`src/rtl/except_ctrl.sv`:
```
// MEM-stage exception arbiter feeding the CP0 register block: interrupt synchroniser,
// prioritised exception encoding with WB mtc0 bypass, and registered flush/redirect.
module except_ctrl #(
  parameter logic [31:0] EXC_VECTOR      = 32'hBFC00380,
  parameter logic [4:0]  CP0_STATUS_ADDR = 5'd12,
  parameter logic [4:0]  CP0_CAUSE_ADDR  = 5'd13,
  parameter logic [4:0]  CP0_EPC_ADDR    = 5'd14
) (
  input  logic        clk,
  input  logic        resetn,
  input  logic [5:0]  int_raw_i,
  output logic [5:0]  int_sync_o,
  input  logic        mem_valid_i,
  input  logic        mem_stall_i,
  input  logic [31:0] mem_pc_i,
  input  logic        mem_in_delayslot_i,
  input  logic [7:0]  mem_excflags_i,
  input  logic [31:0] mem_data_addr_i,
  input  logic [31:0] cp0_status_i,
  input  logic [31:0] cp0_cause_i,
  input  logic [31:0] cp0_epc_i,
  input  logic        wb_cp0_we_i,
  input  logic [4:0]  wb_cp0_waddr_i,
  input  logic [31:0] wb_cp0_data_i,
  output logic [31:0] excepttype_o,
  output logic [31:0] current_inst_addr_o,
  output logic        is_in_delayslot_o,
  output logic [31:0] bad_addr_o,
  output logic        flush_o,
  output logic [31:0] new_pc_o
);

  localparam logic [0:0] NORMAL = 1'b0;
  localparam logic [0:0] FLUSH  = 1'b1;

  logic [0:0]  state;
  logic [5:0]  int_meta;
  logic [31:0] status_eff;
  logic [31:0] cause_eff;
  logic [31:0] epc_eff;
  logic        int_pending;
  logic        take;
  logic        unused_ok;

  // Cause is only software-writable in IP[1:0]; hardware IP bits stay from CP0.
  always_comb begin
    status_eff = cp0_status_i;
    cause_eff  = cp0_cause_i;
    epc_eff    = cp0_epc_i;
    if (wb_cp0_we_i && (wb_cp0_waddr_i == CP0_STATUS_ADDR)) status_eff = wb_cp0_data_i;
    if (wb_cp0_we_i && (wb_cp0_waddr_i == CP0_CAUSE_ADDR))  cause_eff[9:8] = wb_cp0_data_i[9:8];
    if (wb_cp0_we_i && (wb_cp0_waddr_i == CP0_EPC_ADDR))    epc_eff = wb_cp0_data_i;
  end

  assign unused_ok = ^{status_eff[31:16], status_eff[7:2], cause_eff[31:16], cause_eff[7:0]};

  assign int_pending = status_eff[0] && !status_eff[1] &&
                       (|(cause_eff[15:8] & status_eff[15:8]));

  assign take = resetn && (state == NORMAL) && mem_valid_i && !mem_stall_i;

  always_comb begin
    excepttype_o = '0;
    bad_addr_o   = '0;
    if (take) begin
      if (int_pending)            excepttype_o = 32'h01;
      else if (mem_excflags_i[0]) begin
        excepttype_o = 32'h04;
        bad_addr_o   = mem_pc_i;
      end
      else if (mem_excflags_i[1]) excepttype_o = 32'h0a;
      else if (mem_excflags_i[2]) excepttype_o = 32'h0c;
      else if (mem_excflags_i[3]) excepttype_o = 32'h08;
      else if (mem_excflags_i[4]) excepttype_o = 32'h09;
      else if (mem_excflags_i[5]) excepttype_o = 32'h0e;
      else if (mem_excflags_i[6]) begin
        excepttype_o = 32'h04;
        bad_addr_o   = mem_data_addr_i;
      end
      else if (mem_excflags_i[7]) begin
        excepttype_o = 32'h05;
        bad_addr_o   = mem_data_addr_i;
      end
    end
  end

  assign current_inst_addr_o = mem_pc_i;
  assign is_in_delayslot_o   = mem_in_delayslot_i;

  always_ff @(posedge clk) begin
    if (!resetn) begin
      int_meta   <= '0;
      int_sync_o <= '0;
      state      <= NORMAL;
      flush_o    <= 1'b0;
      new_pc_o   <= '0;
    end else begin
      int_meta   <= int_raw_i;
      int_sync_o <= int_meta;
      case (state)
        NORMAL: begin
          if (excepttype_o != '0) begin
            state    <= FLUSH;
            flush_o  <= 1'b1;
            new_pc_o <= (excepttype_o == 32'h0e) ? epc_eff : EXC_VECTOR;
          end
        end
        FLUSH: begin
          state   <= NORMAL;
          flush_o <= 1'b0;
        end
        default: begin
          state   <= NORMAL;
          flush_o <= 1'b0;
        end
      endcase
    end
  end

endmodule

```
`config.mk`:
```
export PLATFORM = sky130hd
export DESIGN_NAME = except_ctrl
export DESIGN_NICKNAME = d
export VERILOG_FILES = /design/src/rtl/except_ctrl.sv
export SDC_FILE = /design/constraint.sdc
export NUM_CORES = 1
export LEC_CHECK = 0
export CORE_AREA = 3 3 134 136
export DETAILED_ROUTE_END_ITERATION = 10
export DIE_AREA = 0 0 137 139
export GPL_TIMING_DRIVEN = 0
export PLACE_DENSITY = 0.59
export SLEW_MARGIN = 30
export SYNTH_ARGS = -nofsm -noshare
export SYNTH_HDL_FRONTEND = slang
export SYNTH_SLANG_ARGS = --single-unit
```
`constraint.sdc`:
```
create_clock -name clk -period 2.5 [get_ports clk]
set_input_delay 0.25 -clock clk [delete_from_list [all_inputs] [get_ports clk]]
set_output_delay 0.25 -clock clk [all_outputs]
set_load 0.005 [all_outputs]
```
**Word-level counts from Yosys, hierarchy flattened**

Index checks and enable logic that the tools add are counted.

- Eq/ne operators: 5
- Muxes and demuxes: 28
- Bitwise gates (word level): 2
- Reduce and logical (&&, ||, !) cells: 13

Operators with widths:

| kind | count |
|---|---|
| $mux W32 | 12 |
| $eq A32 B4 Y1 const B | 1 |
| $mux W4 | 8 |
| $reduce_bool A32 Y1 | 1 |
| $mux W16 | 1 |
| $eq A5 B4 Y1 const B | 3 |
| $and A8 B8 Y8 | 1 |
| $logic_and A1 B1 Y1 | 8 |
| $reduce_or A8 Y1 | 1 |
| $mux W3 | 2 |
| $pmux W1 S2 | 2 |
| $logic_not A1 Y1 | 2 |
| $mux W1 | 2 |
| $mux W2 | 1 |
| $ne A2 B1 Y1 const B | 1 |
| $reduce_and A2 Y1 | 1 |
| $not A1 Y1 | 1 |

- Bits in registers: 46
- Output and inout port bits: 136
- Logic and storage cells: 53

**Logic depth before layout (Yosys ltp)**

- Word-level depth: 13
- Mapped depth: 10
- Gate-level depth less buffers: 8

**Worst setup path before layout**

Ideal clock, no wire load.

- Path type: in2out
- Start point: in wb_cp0_waddr_i[4]
- End point: out bad_addr_o[10]
- Arrival time: 2.110 ns
- Required time: 2.250 ns
- Path slack: 0.140 ns
- Stages on the path: 9
- Path buffers: 2
- Path through: nand4b_1 -> or3_1 -> buf_2 -> mux2_4 -> a211oi_1 -> a41o_2 -> nand2_1 -> buf_2 -> nor2_1

- Longest elaborated chain between the ends: 8

Ends and longest elaborated chain:

| element | line | text |
|---|---|---|
| start, declared | 23 | `input logic [4:0] wb_cp0_waddr_i,` |
| $eq A5 B4 Y1, on equally long branches | 51, 50 |  |
| $logic_and A1 B1 Y1, on equally long branches | 51, 50 |  |
| $mux W2 / $mux W16 (equally long branches) | 51, 50 |  |
| $and A8 B8 Y8 / $logic_not A1 Y1 (equally long branches) | 58, 57 |  |
| $reduce_or A8 Y1 / $logic_and A1 B1 Y1 (equally long branches) | 58, 57 |  |
| $logic_and A1 B1 Y1 (*) | 57 | `assign int_pending = status_eff[0] && !status_eff[1] &&` |
| $mux W32 (*) | 66 | `if (int_pending) excepttype_o = 32'h01;` |
| $mux W32 (*) | 65 | `if (take) begin` |
| end, declared | 28 | `output logic [31:0] bad_addr_o,` |

Every way passes the cells marked *; elsewhere a longest branch is shown, timed or not.

**Worst setup path after layout**

- Start point: in wb_cp0_waddr_i[4]
- End point: out bad_addr_o[1]

The elaborated chain is that of the path after synthesis.

==> impl_metrics.py <==
metrics = {
    "worst_hold_path": {
        "hold_path_class": "in2reg",
    },
    "die": {
        "die_h_um": 139,
        "io_pins": 353,
        "dieArea_mm2": 0.0190,
        "start_util_pct": 18.3,
        "fp.dieW_um": 137,
        "num_rows": 48,
        "core-area_mm2": 0.0171,
    },
    "layout": {
        "design_area_mm2": 0.00670,
        "register_area_um2": 921,
        "nets": 913,
        "multi_input_area_mm2": 0.00195,
        "final_core_util_pct": 39.3,
        "drive_above_1_share_pct": 31.6,
        "antenna_cells": 0,
        "nFillCells": 1782,
        "instances_no_fill": 922,
        "area_growth_pct": 115,
    },
    "yosys": {
        "synth.area.top_cells": "dfxtp_1, buf_4, a22oi_1",
        "yosys.area.top_type": "dfxtp_1",
        "netlist_instances": 367,
        "ys.flop_type": "dfxtp_1",
        "synth_warnings": 0,
        "ys_ff_latch": 46,
        "async_reset_ff_share_pct": 0,
        "yosysSeqAreaShare_pct": 29.5,
        "avgSynthCellArea_um2": 8.50,
        "ys_types": 37,
        "synth_most_common_cell": "buf_4",
        "synth_commonest_cells": "buf_4, dfxtp_1, nor2_1",
        "synth_top_cell_area_share_pct": 29.5,
        "synth_edf_count": 0,
        "syn_area_mm2": 0.00312,
    },
    "global_route": {
        "busiest_layer": "met2",
        "grt_overflow": 0,
        "grt_use_met3_pct": 4.17,
        "grt_max_degree": 15,
        "grt_usage_pct": 14.1,
        "use_met1_pct": 16.1,
        "antenna_found_initial": 0,
        "grt_use_met2_pct": 26.3,
        "grt_pass1_wl_um": 20900,
        "grt_pass1_vias": 3580,
    },
    "clocking": {
        "cts_root_buf": "clkbuf_16",
        "clkTransAtPathRegs_ns": 0.06,
        "cts_tree": "built",
        "cts.path.max_buffers": 2,
        "cts_buffers": 5,
        "h-tree-depth": 2,
        "cts.sinks": 46,
        "clk_latency_ns": 0.29,
    },
    "route": {
        "vias_per_cell": 4.07,
        "wl_per_cell_um": 15.7,
        "dr.pass1.iters": 4,
        "drtIter0Drc": 76,
        "dr_total_vias": 3748,
        "drc": 0,
        "routed_wl_um": 14500,
        "postRouteAntennaNets": 0,
    },
    "timing": {
        "drv_slew": 0,
        "finalSetupViolCount": 38,
        "finClkSkew_ns": 0.00514,
        "fmax_mhz": 372,
        "worst_slew_pin_slew_ns": 0.563,
        "rsz0062_at_grt": "true",
        "period_needed_ns": 2.69,
        "finalWorstSetupSlack_ns": -0.187,
        "final-hold-violation-count": 0,
        "slew-limit-headroom_pct": 62.3,
        "fin_crit_sh_pct": 107,
        "fin_setup_tns_ns": -4.21,
    },
    "worst_setup_path": {
        "end_kind": "output port",
        "arrival_ns": 2.44,
        "path_max_fanout": 8,
        "critPathKind": "in2out",
        "startpoint_type": "input port",
        "required_ns": 2.25,
    },
    "power": {
        "power_density_mw_per_mm2": 334,
        "irDropWorstVdd_uv": 218,
        "leakagePower_uw": 0.00269,
    },
    "placement": {
        "place_area_mm2": 0.00626,
        "place_inst": 894,
        "place_congestion": 0.778,
        "port_buffers": 275,
        "dpl.hpwl_um": 11900,
    },
    "status": {
        "status": "finished, violations left",
        "violations": "setup timing",
    },
    "job": {
        "cap_violations": 0,
    },
}
-- through the flow --
step / total power [uW] / hold WS, ns / worst slack, ns
2_1_floorplan: 1010 / 0.377 / 0.140
3_3_place_gp: 1450 / 0.413 / -1.44
6_report: 2240 / 0.416 / -0.187
3_5_place_dp: 1460 / 0.420 / -1.38
4_1_cts: 2250 / 0.435 / -0.271
5_1_grt: 2350 / 0.448 / -0.240
-- report_power, final --
part | internal (uW) | switching [uW]
Sequential | 760 | 10.5
Clock | 472 | 285
Combinational | 472 | 239
-- cell type report --
type	instances	area share, %
repair buffers	295	41.0
multi-input cells	260	29.2
flip-flops and latches	46	13.7
plain buffers	86	9.26
well taps	225	4.20
clock buffers	6	1.92
clock inverters	2	0.560
inverters	2	0.112
-- timing repair --
| action | 4_1_cts | 5_1_grt |
|---|---|---|
| buffers inserted | 13 | 7 |
| setup endpoints to repair | 70 | 51 |
| hold buffers | 0 | 0 |
| resized for setup | 207 | 40 |
| pin swaps | 35 | 7 |
| gates cloned | 1 | 0 |
-- cell usage in the layout, fill, tap and decap left out, types with 2 or more instances in the layout --
master / netlist / final
o22ai_2: 18 / 18
clkbuf_16: 0 / 5
buf_6: 2 / 12
buf_2: 10 / 44
a21oi_1: 5 / 4
clkbuf_1: 13 / 10
or3_1: 2 / 2
nor3_1: 4 / 3
a22oi_1: 32 / 32
mux2_2: 12 / 12
mux2_4: 2 / 2
conb_1: 1 / 28
and3_1: 3 / 3
nand2_1: 43 / 42
buf_4: 61 / 73
and2_1: 12 / 12
nor2_4: 0 / 22
buf_8: 0 / 3
nor2_2: 0 / 7
clkbuf_2: 0 / 5
a31oi_1: 2 / 2
a2bb2oi_1: 12 / 12
a211oi_2: 1 / 3
nor2_1: 44 / 15
mux2i_1: 21 / 20
clkdlybuf4s50_1: 0 / 233
dfxtp_1: 46 / 46
nand3b_1: 3 / 3
o22ai_1: 2 / 2
-- sequential cells by signal, summed over array words and instances (netlist names) --
name / flops
new_pc_o: 32
int_meta: 6
int_sync_o: 6
flush_o: 1
state: 1
-- cell families (layout without fill, tap and decap cells) --
group / count (synthesis) / after routing / share of synthesized area [%]
AO/OA/AOI/OAI: 78 / 78 / 22.2
buffers and inverters: 88 / 391 / 18.8
flip-flops: 46 / 46 / 29.5
multiplexers: 35 / 35 / 12.0
other: 1 / 28 / 0.120
AND/OR/NAND/NOR: 119 / 119 / 17.3
-- metal layers --
metal  vias up  wire [um]
met5         -          0
met4         0         83
li1       1866          -
met2       165       7420
met3         7       1370
met1      1710       5650
-- critical path, stage by stage --
cell and delay, ns:
buf_6 0.09, nand4b_1 0.20, or3_1 0.35, buf_6 0.15, mux2_4 0.29, a211oi_2 0.21, a41o_2 0.30, nand2_8 0.10
buf_8 0.17, buf_6 0.13, nor2_4 0.08, buf_2 0.12
-- worst paths after layout --
| check | startpoint | end | slack (ns) | cells after the start |
|---|---|---|---|---|
| hold reg to reg | int_meta[3] | int_sync_o[3] | 0.43 | 1 |
| setup reg to reg | state | new_pc_o[24] | 0.89 | 5 |
| hold / removal | resetn | new_pc_o[0] | 0.42 | 3 |
| setup / recovery | wb_cp0_waddr_i[4] | bad_addr_o[1] | -0.19 | 12 |
(Power assumes the default switching activity.)
